### src/rtl/control_pkg.sv
// Shared types and encodings for the multicycle MIPS control unit.
// The addi states only exist when MULTICYCLE_ADDI_EN is defined.
package control_pkg;

  typedef enum logic [3:0] {
    FETCH    = 4'd0,
    DECODE   = 4'd1,
    MEMADR   = 4'd2,
    MEMREAD  = 4'd3,
    MEMWB    = 4'd4,
    MEMWRITE = 4'd5,
    EXECUTE  = 4'd6,
    ALUWB    = 4'd7
`ifdef MULTICYCLE_ADDI_EN
    ,
    ADDIEXEC = 4'd8,
    ADDIWB   = 4'd9
`endif
  } state_t;

  localparam logic [5:0] OP_RTYPE = 6'b000000;
  localparam logic [5:0] OP_LW    = 6'b100011;
  localparam logic [5:0] OP_SW    = 6'b101011;
  localparam logic [5:0] OP_ADDI  = 6'b001000;

  localparam logic [5:0] FUNCT_ADD = 6'b100000;
  localparam logic [5:0] FUNCT_SUB = 6'b100010;
  localparam logic [5:0] FUNCT_AND = 6'b100100;
  localparam logic [5:0] FUNCT_OR  = 6'b100101;
  localparam logic [5:0] FUNCT_SLT = 6'b101010;

  localparam logic [2:0] ALU_ADD = 3'b010;
  localparam logic [2:0] ALU_SUB = 3'b110;
  localparam logic [2:0] ALU_AND = 3'b000;
  localparam logic [2:0] ALU_OR  = 3'b001;
  localparam logic [2:0] ALU_SLT = 3'b111;

endpackage

### src/rtl/alu_decoder.sv
// Combinational Funct-to-ALUControl mapping; also flags whether Funct is
// one of the supported R-type operations.
module alu_decoder
  import control_pkg::*;
(
  input  logic [5:0] funct,
  output logic [2:0] alu_control,
  output logic       legal
);

  always_comb begin
    alu_control = ALU_ADD;
    legal       = 1'b1;
    case (funct)
      FUNCT_ADD: alu_control = ALU_ADD;
      FUNCT_SUB: alu_control = ALU_SUB;
      FUNCT_AND: alu_control = ALU_AND;
      FUNCT_OR:  alu_control = ALU_OR;
      FUNCT_SLT: alu_control = ALU_SLT;
      default:   legal       = 1'b0;
    endcase
  end

endmodule

### src/rtl/multicycle_control.sv
// Moore control FSM for a multicycle MIPS datapath (lw, sw, R-type, and
// addi when MULTICYCLE_ADDI_EN is defined).
module multicycle_control
  import control_pkg::*;
(
  input  logic       clk,
  input  logic       reset,
  input  logic [5:0] Op,
  input  logic [5:0] Funct,
  output logic       PCWrite,
  output logic       PCSrc,
  output logic       IorD,
  output logic       MemWrite,
  output logic       IRWrite,
  output logic       RegDst,
  output logic       MemtoReg,
  output logic       RegWrite,
  output logic       ALUSrcA,
  output logic [1:0] ALUSrcB,
  output logic [2:0] ALUControl,
  output logic [3:0] state_o,
  output logic       instr_done_o,
  output logic       illegal_o
);

  state_t     state_reg;
  state_t     state_next;
  logic [2:0] funct_alu;
  logic       funct_legal;

  logic pc_write_raw, mem_write_raw, ir_write_raw, reg_write_raw;
  logic done_raw, illegal_raw;

  alu_decoder u_alu_decoder (
    .funct       (Funct),
    .alu_control (funct_alu),
    .legal       (funct_legal)
  );

  always_ff @(posedge clk or posedge reset) begin
    if (reset) state_reg <= FETCH;
    else       state_reg <= state_next;
  end

  always_comb begin
    state_next    = FETCH;
    pc_write_raw  = 1'b0;
    mem_write_raw = 1'b0;
    ir_write_raw  = 1'b0;
    reg_write_raw = 1'b0;
    done_raw      = 1'b0;
    illegal_raw   = 1'b0;
    PCSrc         = 1'b0;
    IorD          = 1'b0;
    RegDst        = 1'b0;
    MemtoReg      = 1'b0;
    ALUSrcA       = 1'b0;
    ALUSrcB       = 2'b00;
    ALUControl    = ALU_ADD;
    case (state_reg)
      FETCH: begin
        ir_write_raw = 1'b1;
        pc_write_raw = 1'b1;
        ALUSrcB      = 2'b01;
        state_next   = DECODE;
      end
      DECODE: begin
        ALUSrcB = 2'b11;
        case (Op)
          OP_RTYPE: begin
            if (funct_legal) state_next  = EXECUTE;
            else             illegal_raw = 1'b1;
          end
          OP_LW, OP_SW: state_next = MEMADR;
`ifdef MULTICYCLE_ADDI_EN
          OP_ADDI:      state_next = ADDIEXEC;
`endif
          default:      illegal_raw = 1'b1;
        endcase
      end
      MEMADR: begin
        ALUSrcA = 1'b1;
        ALUSrcB = 2'b10;
        if (Op == OP_LW)      state_next = MEMREAD;
        else if (Op == OP_SW) state_next = MEMWRITE;
      end
      MEMREAD: begin
        IorD       = 1'b1;
        state_next = MEMWB;
      end
      MEMWB: begin
        MemtoReg      = 1'b1;
        reg_write_raw = 1'b1;
        done_raw      = 1'b1;
      end
      MEMWRITE: begin
        IorD          = 1'b1;
        mem_write_raw = 1'b1;
        done_raw      = 1'b1;
      end
      EXECUTE: begin
        ALUSrcA    = 1'b1;
        ALUControl = funct_alu;
        state_next = ALUWB;
      end
      ALUWB: begin
        RegDst        = 1'b1;
        reg_write_raw = 1'b1;
        done_raw      = 1'b1;
      end
`ifdef MULTICYCLE_ADDI_EN
      ADDIEXEC: begin
        ALUSrcA    = 1'b1;
        ALUSrcB    = 2'b10;
        state_next = ADDIWB;
      end
      ADDIWB: begin
        reg_write_raw = 1'b1;
        done_raw      = 1'b1;
      end
`endif
      default: state_next = FETCH;
    endcase
  end

  // The state register already reads FETCH during reset; only the strobes
  // need masking so nothing is written while reset is held.
  assign PCWrite      = pc_write_raw  & ~reset;
  assign IRWrite      = ir_write_raw  & ~reset;
  assign RegWrite     = reg_write_raw & ~reset;
  assign MemWrite     = mem_write_raw & ~reset;
  assign instr_done_o = done_raw      & ~reset;
  assign illegal_o    = illegal_raw   & ~reset;
  assign state_o      = state_reg;

endmodule

### config.mk
export PLATFORM = sky130hd
export DESIGN_NAME = multicycle_control
export DESIGN_NICKNAME = d
export VERILOG_FILES = /design/src/rtl/control_pkg.sv /design/src/rtl/alu_decoder.sv /design/src/rtl/multicycle_control.sv
export SDC_FILE = /design/constraint.sdc
export NUM_CORES = 1
export LEC_CHECK = 0
export BUFFER_PORTS_ARGS = -buffer_cell sky130_fd_sc_hd__buf_2
export CORE_AREA = 5 5 42 44
export DETAILED_ROUTE_END_ITERATION = 10
export DIE_AREA = 0 0 47 49
export HOLD_SLACK_MARGIN = 0.03
export PLACE_DENSITY = 0.71
export SLEW_MARGIN = 20
export SYNTH_ARGS = -nofsm -noshare
export SYNTH_HDL_FRONTEND = slang
export SYNTH_SLANG_ARGS = --single-unit
### constraint.sdc
create_clock -name clk -period 2.95 [get_ports clk]
set_input_delay 0.4425 -clock clk [delete_from_list [all_inputs] [get_ports clk]]
set_output_delay 0.4425 -clock clk [all_outputs]
set_load 0.01 [all_outputs]
==> results.ini <==
[timing]
hold_viol_final=0
holdWs_ns=0.114
skew_ns=0.000123
setup_viol=0
final.setup.tns_ns=0
drv_slew=0
fin_ws_ns=0.935
rsz0062_at_grt=false
fin_crit_ns=2.01
fin_crit_sh=0.683
clock.fmax_ghz=0.496

[placed_design]
dp_hpwl_um=936
place_inst=97
pre_cts_ws_ns=1.10
place.gp.congestion=0.712
port_buffers=31

[logic_synthesis]
synth_seq_cells=3
synth_top_area_frac=0.186
ys_types=31
synthesis.instances=55
seq_area_frac_synth=0.186
synth_area_um2=403
yosys.area.top_type=dfrtp_1
syn_area_per_cell_um2=7.33
yosys_warnings=0
synth_area_leaders=dfrtp_1 (19%), nor3b_1 (7.5%), buf_4 (5.6%)

[route]
vias=503
dr.pass1.iters=3
drt-total-wl_um=1150
routed_via_density=4.98
routedWlPerCell_um=11.4
first_iter_violations=8
ant_nets=0
drc=0

[clock_tree]
numCtsBuffers=3
insertion_delay_ns=0.23
ctsHoldBuffers=0
clock_sinks=3
postCtsSetupBuffers=0
cts-root-buf=clkbuf_4
cts_buffer_depth=2
cts_resized=0
clk_pin_slew_worst_paths_ns=0.04
cts_tree=yes
htree_levels=1

[power_and_ir_drop]
intPower_w=0.000152
p_per_area_nw_per_um2=433
ir_drop_uv=176
leakage_nw=0.284
p_clk_frac=0.284
p_switching_w=0.0000966
pwr-share-seq=0.298
swShare=0.388
p_comb_frac=0.418

[global_route]
grt_pass1_wl_um=1810
antenna_found_initial=0
gr-total-overflow=0
grt_max_degree=16
first_global_vias=463
grtUsageTotal=0.105

[finish]
largest_reg_flops=3
drive_gt1_frac=0.400
fill_cells=162
final_common_cell=buf_2
regArea_um2=75.1
final_cell_mix=buf_2 (31), nor2_1 (6), nor3b_1 (4)
nets=100
multi_input_comb_area_um2=287
syn_to_final_growth_pct=42.5
finalNonFillerCells=101
num_antenna_cells=0
final_util=0.410

[floorplanning]
die_area_um2=2300
boundaryPins=34
row_count=14
initial_core_util=0.287
core-area_um2=1400
die_width_um=47
die_h_um=49

[worst_hold_path]
worstHoldPathType=in -> async

[run]
cap_violations=0

[setup_path]
cp.arrival_ns=1.57
cp-end-kind=output port
cp_max_fo=14
crit_type=reg -> out
crit_path_start_kind=register
required_ns=2.51

[outcome]
status=finished, final reports clean

==> cell usage after synthesis, drive strengths merged <==
master and n:
a32oi 2, a21o 1, and3 1, a21oi 1, dfrtp 3, and4 1
a221oi 1, buf 3, o2111ai 1, a21boi 2, nor4b 1, inv 3
and2 1, mux2i 1, or4b 1, clkbuf 3, nand2b 1, a41oi 1
nand4 1, conb 1, nor3 2, nor2 6, nor4bb 1, nor4 2
nor2b 3, or3b 1, xnor2 1, o211ai 1, nor3b 4, nand2 3
nand3 1
==> worst max-delay path: stages, from the launching register on <==
cell	delay, ns
dfrtp_1	0.57
nor2b_1	0.18
nor3b_1	0.24
a21boi_0	0.19
buf_2	0.15
==> power by group through the flow <==
| stage | sequential, W | combinational [W] | clock, W |
|---|---|---|---|
| after CTS | 0.0000740 | 0.000106 | 0.0000763 |
| after global placement | 0.0000742 | 0.000103 | 0 |
| after global routing | 0.0000787 | 0.000116 | 0.0000770 |
| after detailed placement | 0.0000746 | 0.000105 | 0 |
| final | 0.0000741 | 0.000104 | 0.0000708 |
| after floorplan | 0.0000597 | 0.0000818 | 0 |
==> per-stage QoR <==
step	power [W]	cell area, µm²
after global routing	0.000272	574
after floorplan	0.000141	407
final	0.000249	574
after detailed placement	0.000180	548
after CTS	0.000256	574
after global placement	0.000177	548
==> area by class of cell <==
class,count,area share
multi-input combinational,44,0.499
timing repair buffer,31,0.270
sequential,3,0.131
clock buffer,4,0.0458
tap,16,0.0349
inverter,3,0.0196
==> layer usage <==
metal / global-route usage / up-vias / wire [µm]
met5: 0 / - / 0
met4: 0.0645 / 0 / 0
met3: 0.0295 / 0 / 126
met2: 0.188 / 15 / 621
met1: 0.0953 / 225 / 405
li1: - / 263 / -
==> path summary, 6_finish.rpt <==
check | startpoint | to | slack [ns] | depth (start not counted)
hold / removal | reset | state_o[2] | 0.11 | 2
max in group asynchronous | reset | state_o[0] | 2.71 | 2
min in group clk | Op[4] | state_o[1] | 0.58 | 3
setup / recovery | state_o[0] | RegWrite | 0.94 | 4
setup reg to reg | state_o[0] | state_o[1] | 1.24 | 3
hold reg to reg | state_o[0] | state_o[0] | 0.74 | 1
==> kinds of logic (layout without fill, tap and decap cells) <==
kind of cell	count (synthesis)	count (layout)	synth area share
multiplexers	1	1	0.0248
other	1	2	0.00931
XOR/XNOR	1	1	0.0217
AND/OR/NAND/NOR	30	30	0.450
buffers and inverters	9	38	0.112
flip-flops	3	3	0.186
AO/OA/AOI/OAI	10	10	0.196
No activity file was read; power rests on OpenSTA's default activity.
